===== config.mk =====
export PLATFORM = sky130hd
export DESIGN_NAME = lifo_stack_param
export DESIGN_NICKNAME = d
export VERILOG_FILES = /design/src/rtl/lifo_stack_param.sv
export SDC_FILE = /design/constraint.sdc
export NUM_CORES = 1
export LEC_CHECK = 0
export ABC_AREA = 1
export BUFFER_PORTS_ARGS = -buffer_cell sky130_fd_sc_hd__buf_2
export CORE_ASPECT_RATIO = 0.7
export CORE_MARGIN = 8
export CORE_UTILIZATION = 40
export CTS_CLUSTER_DIAMETER = 30
export DETAILED_ROUTE_END_ITERATION = 10
export MAX_ROUTING_LAYER = met4
export PLACE_DENSITY = 0.63
export SLEW_MARGIN = 20
export SYNTH_ARGS = -nofsm -noshare
export SYNTH_HDL_FRONTEND = slang
export SYNTH_SLANG_ARGS = --single-unit

===== constraint.sdc =====
create_clock -name clk -period 3.91 [get_ports clk]
set_clock_uncertainty 0.1 [all_clocks]
set_input_delay 0.782 -clock clk [delete_from_list [all_inputs] [get_ports clk]]
set_output_delay 0.782 -clock clk [all_outputs]
set_load 0.03 [all_outputs]

===== src/rtl/lifo_stack_param.sv =====
// Parametrised LIFO stack with same-cycle push+pop (top replace), occupancy count and
// overflow/underflow pulses. Optional sticky error flags under macro STACK_STICKY_ERR_EN.
module lifo_stack_param #(
  parameter int unsigned WIDTH = 2,
  parameter int unsigned DEPTH = 256
) (
  input  logic                         clk,
  input  logic                         rst_n,
  input  logic                         push,
  input  logic                         pop,
  input  logic [WIDTH-1:0]             din,
  output logic [WIDTH-1:0]             top,
  output logic                         full,
  output logic                         empty,
  output logic [$clog2(DEPTH+1)-1:0]   count,
  output logic                         overflow,
  output logic                         underflow
`ifdef STACK_STICKY_ERR_EN
  ,
  input  logic                         err_clr,
  output logic                         ovf_sticky,
  output logic                         udf_sticky
`endif
);

  localparam int unsigned CW = $clog2(DEPTH + 1);
  localparam int unsigned AW = $clog2(DEPTH);

  localparam logic [1:0] ST_EMPTY   = 2'd0;
  localparam logic [1:0] ST_PARTIAL = 2'd1;
  localparam logic [1:0] ST_FULL    = 2'd2;

  logic [WIDTH-1:0] mem [DEPTH];

  logic [1:0]       state_q;
  logic [1:0]       state_nxt;
  logic [CW-1:0]    count_nxt;
  logic [WIDTH-1:0] top_nxt;
  logic             ovf_nxt;
  logic             udf_nxt;
  logic             wr_en;
  logic [AW-1:0]    wr_addr;
  logic [WIDTH-1:0] rd_data;

  // Entry that becomes top after a pop; only consumed when count >= 2.
  assign rd_data = mem[AW'(count - CW'(2))];

  // Operation decode and next-state computation.
  always_comb begin
    state_nxt = state_q;
    count_nxt = count;
    top_nxt   = top;
    ovf_nxt   = 1'b0;
    udf_nxt   = 1'b0;
    wr_en     = 1'b0;
    wr_addr   = '0;

    case ({push, pop})
      2'b10: begin
        if (state_q == ST_FULL) begin
          ovf_nxt = 1'b1;
        end else begin
          wr_en     = 1'b1;
          wr_addr   = AW'(count);
          top_nxt   = din;
          count_nxt = count + CW'(1);
        end
      end
      2'b01: begin
        if (state_q == ST_EMPTY) begin
          udf_nxt = 1'b1;
        end else begin
          count_nxt = count - CW'(1);
          top_nxt   = (count >= CW'(2)) ? rd_data : '0;
        end
      end
      2'b11: begin
        if (state_q == ST_EMPTY) begin
          // Nothing to replace: behaves as a push, but the pop half is flagged.
          udf_nxt   = 1'b1;
          wr_en     = 1'b1;
          wr_addr   = '0;
          top_nxt   = din;
          count_nxt = CW'(1);
        end else begin
          wr_en   = 1'b1;
          wr_addr = AW'(count - CW'(1));
          top_nxt = din;
        end
      end
      default: begin
      end
    endcase

    if (count_nxt == '0) begin
      state_nxt = ST_EMPTY;
    end else if (count_nxt == CW'(DEPTH)) begin
      state_nxt = ST_FULL;
    end else begin
      state_nxt = ST_PARTIAL;
    end
  end

  // State, occupancy and registered outputs.
  always_ff @(posedge clk or negedge rst_n) begin
    if (!rst_n) begin
      state_q   <= ST_EMPTY;
      count     <= '0;
      top       <= '0;
      full      <= 1'b0;
      empty     <= 1'b1;
      overflow  <= 1'b0;
      underflow <= 1'b0;
    end else begin
      state_q   <= state_nxt;
      count     <= count_nxt;
      top       <= top_nxt;
      full      <= (state_nxt == ST_FULL);
      empty     <= (state_nxt == ST_EMPTY);
      overflow  <= ovf_nxt;
      underflow <= udf_nxt;
    end
  end

  // Storage is intentionally not reset.
  always_ff @(posedge clk) begin
    if (wr_en) begin
      mem[wr_addr] <= din;
    end
  end

`ifdef STACK_STICKY_ERR_EN
  // Sticky flags: a set in the same cycle as err_clr takes priority.
  always_ff @(posedge clk or negedge rst_n) begin
    if (!rst_n) begin
      ovf_sticky <= 1'b0;
      udf_sticky <= 1'b0;
    end else begin
      if (ovf_nxt) begin
        ovf_sticky <= 1'b1;
      end else if (err_clr) begin
        ovf_sticky <= 1'b0;
      end
      if (udf_nxt) begin
        udf_sticky <= 1'b1;
      end else if (err_clr) begin
        udf_sticky <= 1'b0;
      end
    end
  end
`endif

endmodule


After elaboration in Yosys (flattened, before gate mapping)
Memory sizes are Yosys's and may differ from the RTL's.
Cells that the tools add are included.
{ "word_totals": {"word_cells": 47, "ram_bits": 512, "n_memories": 1, "output_inout_bits": 15, "register_bits": 17} }
{ "mem_list": {"columns": ["name", "words", "width", "rd", "rd_ports_with_merged_regs", "wr", "line_no", "rtl"], "rows": [
  ["mem", 256, 2, 1, 0, 1, "33", "logic [WIDTH-1:0] mem [DEPTH];"]
]} }
{ "op_classes": {"addsub": 3, "order_cmp": 1, "muxes": 21, "reduce_logical": 6, "eq_ne": 8} }
{ "op_table": {"columns": ["cell", "n"], "rows": [
  ["9-bit two-way mux", 3],
  ["9-bit one-hot mux with 3 select lines", 1],
  ["8-bit two-way mux", 2],
  ["8-bit one-hot mux with 2 select lines", 1],
  ["2-bit two-way mux", 5],
  ["9-bit by 1-bit adder with 9-bit output (second input constant)", 1],
  ["9-bit equality test (second input constant)", 1],
  ["9-bit by 2-bit greater-or-equal comparator with 1-bit output (second input constant)", 1],
  ["9-bit zero test", 1],
  ["9-bit by 1-bit subtractor with 9-bit output (second input constant)", 1],
  ["2-bit equality test (second input constant)", 4],
  ["8-bit by 2-bit subtractor with 8-bit output (second input constant)", 1],
  ["1-bit two-way mux", 7],
  ["2-bit one-hot mux with 3 select lines", 1],
  ["2-bit zero test", 2],
  ["2-bit != test (second input constant)", 2],
  ["3-bit AND reduction", 1],
  ["3-bit nonzero test", 1],
  ["2-bit by 1-bit equality test with 1-bit output (second input constant)", 1],
  ["1-bit one-hot mux with 2 select lines", 1],
  ["2-bit OR reduction", 1]
]} }

Logic depth before layout (Yosys ltp)
{ "depth": {"word_depth": 7, "mapped_depth": 18} }

Worst setup path before layout
No wires, ideal clock.
{ "synth_path": {"kind": "register to register", "startpoint": "register count[1]", "endpoint": "memory mem[40][0], enable pin", "path_buffers": 4, "arrival_ps": 2882, "setup_slack_ps": 619, "stages_incl_launch_ff": 18, "setup_time_ps": 309, "cell_sequence": "dfrtp_1 -> buf_2 -> inv_2 -> buf_2 -> buf_1 -> ha_1 -> nand2_1 -> nor2_1 -> nand2_1 -> xor2_1 -> nor2_1 -> nand2_1 -> o21ai_2 -> inv_2 -> nor2_4 -> nand2_1 -> buf_2 -> nor2_1"} }
{ "synth_via": {"elab_chain_len": 3} }
{ "synth_rtl": {"columns": ["element", "line_no", "rtl"], "rows": [
  ["start: declaration", "15", "output logic [$clog2(DEPTH+1)-1:0] count,"],
  ["start signal: assignment", "116", "count <= count_nxt;"],
  ["9-bit by 1-bit subtractor with 9-bit output", "87", "wr_addr = AW'(count - CW'(1));"],
  ["8-bit two-way mux", "78", "if (state_q == ST_EMPTY) begin"],
  ["8-bit one-hot mux with 2 select lines *", "58", "case ({push, pop})"],
  ["end: declaration", "33", null]
]} }
Mark *: on every way between the ends. The rest lies on a longest branch, timed or not.

Worst setup path after layout
{ "layout_path": {"startpoint": "register count[1]", "endpoint": "memory mem[102][1], enable pin"} }
The elaborated chain is that of the path after synthesis.

==> load_flow_metrics.sql <==
INSERT INTO impl_metrics (metric_group, metric, value, unit) VALUES
('setup_path', 'cp.buffers_inverters', '2', ''),
('cts', 'cts-resized-gates', '0', ''),
('cts', 'cts_tree', 'done', ''),
('layout', 'antenna_cells', '0', ''),
('placement', 'postPlaceCellArea', '24550', 'um2'),
('logic_synthesis', 'synth.top_cells.by_area', 'edfxtp_1 (65%), nor2_1 (8.5%), nand2_1 (8.4%), nand3_1 (6.3%), o21ai_0 (3.0%)', ''),
('grt', 'grt_overall_usage', '0.1898', ''),
('logic_synthesis', 'portion_of_the_post_synthesis_area_used_by_sequential_elements', '0.6676', ''),
('layout', 'post-route-cell-area', '27820', 'um2'),
('placement', 'place_ws', '0.4692', 'ns'),
('placement', 'gp_routability_congestion', '0.8932', ''),
('grt', 'pin_count_of_the_biggest_net_entering_global_routing', '176', ''),
('grt', 'via_count_of_the_first_global_routing_pass', '16634', ''),
('timing', 'hold_viol_final', '0', ''),
('floorplanning', 'floorplan.die.width', '306.5', 'um'),
('layout', 'share_of_post_route_cells_with_drive_strength_above_1', '0.1127', ''),
('logic_synthesis', 'netlist_area', '23630', 'um2'),
('setup_path', 'cp_top_family', 'simple AND/OR/NAND/NOR gates', ''),
('grt', 'first_pass_grt_wire_length', '96.85', 'mm'),
('route', 'drt-total-wl', '62.79', 'mm'),
('cts', 'clock_insertion_delay_worst_skew', '0.62', 'ns'),
('timing', 'maxSlewHeadroom', '0.2726', ''),
('min_path', 'hp-class', 'flop to flop', ''),
('route', 'drt-pass1-iter-count', '8', ''),
('route', 'vias', '17213', ''),
('setup_path', 'cp_slowest_stage_delay', '0.49', 'ns'),
('cts', 'cts_made_buffers', '94', ''),
('run_status', 'status', 'finished clean', ''),
('cts', 'clock_tree.buffer_depth', '3', ''),
('layout', 'area_delta_synth_final', '17.71', '%'),
('grt', 'antenna_found_initial', '0', ''),
('setup_path', 'worst_setup_path_start_kind', 'flop', ''),
('route', 'route.detailed.wl_per_inst', '19.46', 'um'),
('layout', 'layout.filler_cells', '5302', ''),
('grt', 'total_overflow_reported_by_the_global_router', '0', ''),
('layout', 'storage_cell_area', '15780', 'um2'),
('setup_path', 'worstPathMaxFanout', '47', ''),
('timing', 'hold-worst-slack', '0.4210', 'ns'),
('setup_path', 'timing_worst_setup_path_type', 'flop to flop', ''),
('layout', 'multi_input_area', '6751', 'um2'),
('logic_synthesis', 'synthDistinctLibCells', '37', ''),
('logic_synthesis', 'syn-instance-count', '2370', ''),
('timing', 'final.period_utilization', '0.9046', ''),
('timing', 'report.final.setup_viol', '0', ''),
('timing', 'timing.fmax', '282.7', 'MHz'),
('floorplanning', 'die_h', '219.4', 'um'),
('floorplanning', 'core.rowCount', '74', ''),
('cts', 'cts_root_buf', 'clkbuf_16', ''),
('timing', 'final_max_slew_viol_count', '0', ''),
('cts', 'clock_tree.htree_level_count', '3', ''),
('setup_path', 'critPathMostFrequentCell', 'nand2_1', ''),
('setup_path', 'critical_path_required', '4.09', 'ns'),
('timing', 'fin_tns_setup', '0', 'ns'),
('route', 'drt_first_iter_violations', '1911', ''),
('timing', 'unrepaired_setup_endpoints_after_global_routing', 'false', ''),
('floorplanning', 'fp.coreArea', '58330', 'um2'),
('cts', 'tritoncts_num_sinks', '528', ''),
('flow_run', 'max_cap_viol_count', '0', ''),
('power', 'power_leakage', '10.22', 'nW'),
('logic_synthesis', 'synth_flop_cell', 'edfxtp_1', ''),
('timing', 'tightestPinTransition', '1.091', 'ns'),
('logic_synthesis', 'syn_nets', '2385', ''),
('logic_synthesis', 'synth_largest_type_area_fraction', '0.6506', ''),
('logic_synthesis', 'flop_and_latch_count_out_of_synthesis', '528', ''),
('setup_path', 'critPathCaptureType', 'flop', ''),
('placement', 'dpl.cell_count', '3053', ''),
('layout', 'final_cells', '3227', ''),
('timing', 'min_tclk_post_route', '3.537', 'ns'),
('floorplanning', 'fp.dieArea', '67240', 'um2'),
('route', 'remaining_drc_errors', '0', ''),
('route', 'routed_via_density', '5.334', '');
## logic make-up (layout without fill, tap and decap cells)
| group | Yosys count | after routing | share of synthesized area |
|---|---|---|---|
| adder cells (fa/ha/maj) | 9 | 9 | 0.004765 |
| XOR/XNOR | 6 | 6 | 0.002542 |
| AO/OA/AOI/OAI | 169 | 169 | 0.03876 |
| flip-flops | 528 | 528 | 0.6676 |
| buffers and inverters | 271 | 368 | 0.04681 |
| AND/OR/NAND/NOR | 1387 | 1387 | 0.2395 |
## registers in the layout, summed over array words and instances (netlist names)
signal     cells
mem          512
count          9
top            2
empty          1
full           1
overflow       1
state_q        1
underflow      1
## per-layer routing
| layer | wire length [um] | GRT usage | vias to the layer above |
|---|---|---|---|
| met1 | 28970 | 0.2745 | 8391 |
| met5 | 0 | - | - |
| met4 | 1041 | 0.04463 | 0 |
| met2 | 27240 | 0.2780 | 699 |
| met3 | 5532 | 0.03303 | 86 |
| li1 | - | - | 8037 |
## cells in the mapped netlist (2+ instances only)
master,number
a21o_1,2
a21oi_1,10
buf_1,14
buf_2,68
clkbuf_1,61
dfrtp_1,15
edfxtp_1,512
ha_1,9
inv_1,105
inv_2,22
nand2_1,526
nand2_2,2
nand3_1,298
nand3b_1,2
nor2_1,537
nor2_2,9
nor2_4,4
nor3_1,5
nor4_1,2
o2111ai_1,2
o21ai_0,143
o21ai_2,2
o22ai_2,3
xor2_1,4
## path summary, 6_finish.rpt
path | startpoint | endpoint | slack, ns | cells after the start
max | count[1] | mem[102][1] | 0.37 | 13
min | top[0] | top[0] | 0.42 | 2
max reg2reg | count[1] | mem[102][1] | 0.37 | 13
min reg2reg | top[0] | top[0] | 0.42 | 2
max in group asynchronous | rst_n | empty | 2.89 | 2
min in group asynchronous | rst_n | count[0] | 0.52 | 2
## stage by stage
stage / total power, mW / utilization
after detailed placement: 14.06 / 0.4209
after CTS: 22.38 / 0.4769
after global placement: 13.94 / 0.4209
after global routing: 23.40 / 0.4769
final: 22.35 / 0.4769
after floorplan: 11.38 / -
## final cells by class
| class | instances | share of cell area |
|---|---|---|
| multi-input cells | 1571 | 0.2427 |
| clock buffers | 104 | 0.08857 |
| flip-flops and latches | 528 | 0.5675 |
| inverters | 127 | 0.01750 |
| well taps | 760 | 0.03419 |
| repair buffers | 68 | 0.02114 |
| clock inverters | 69 | 0.02843 |
## repair_timing
action,CTS,global route
hold buffers,1,0
hold endpoints to repair,15,0
setup buffers,0,0
## power by group
part,switching [mW],internal (mW),leakage [nW],total [mW]
Sequential,0.129,6.34,4.80,6.47
Clock,2.90,5.39,1.56,8.29
Combinational,5.55,2.04,3.86,7.59
Total,8.58,13.8,10.2,22.3
## worst register-to-register path: stages, from the launching register on
cell     delay (ns)
dfrtp_4        0.49
inv_6          0.32
ha_1           0.27
nand2_1        0.09
nor2_1         0.15
nand2_1        0.09
xor2_1         0.15
nor2_1         0.21
nand2_1        0.09
o21ai_2        0.16
inv_2          0.08
nor2_4         0.15
nand2_1        0.47
nor2_1         0.39
(Power assumes the default switching activity.)
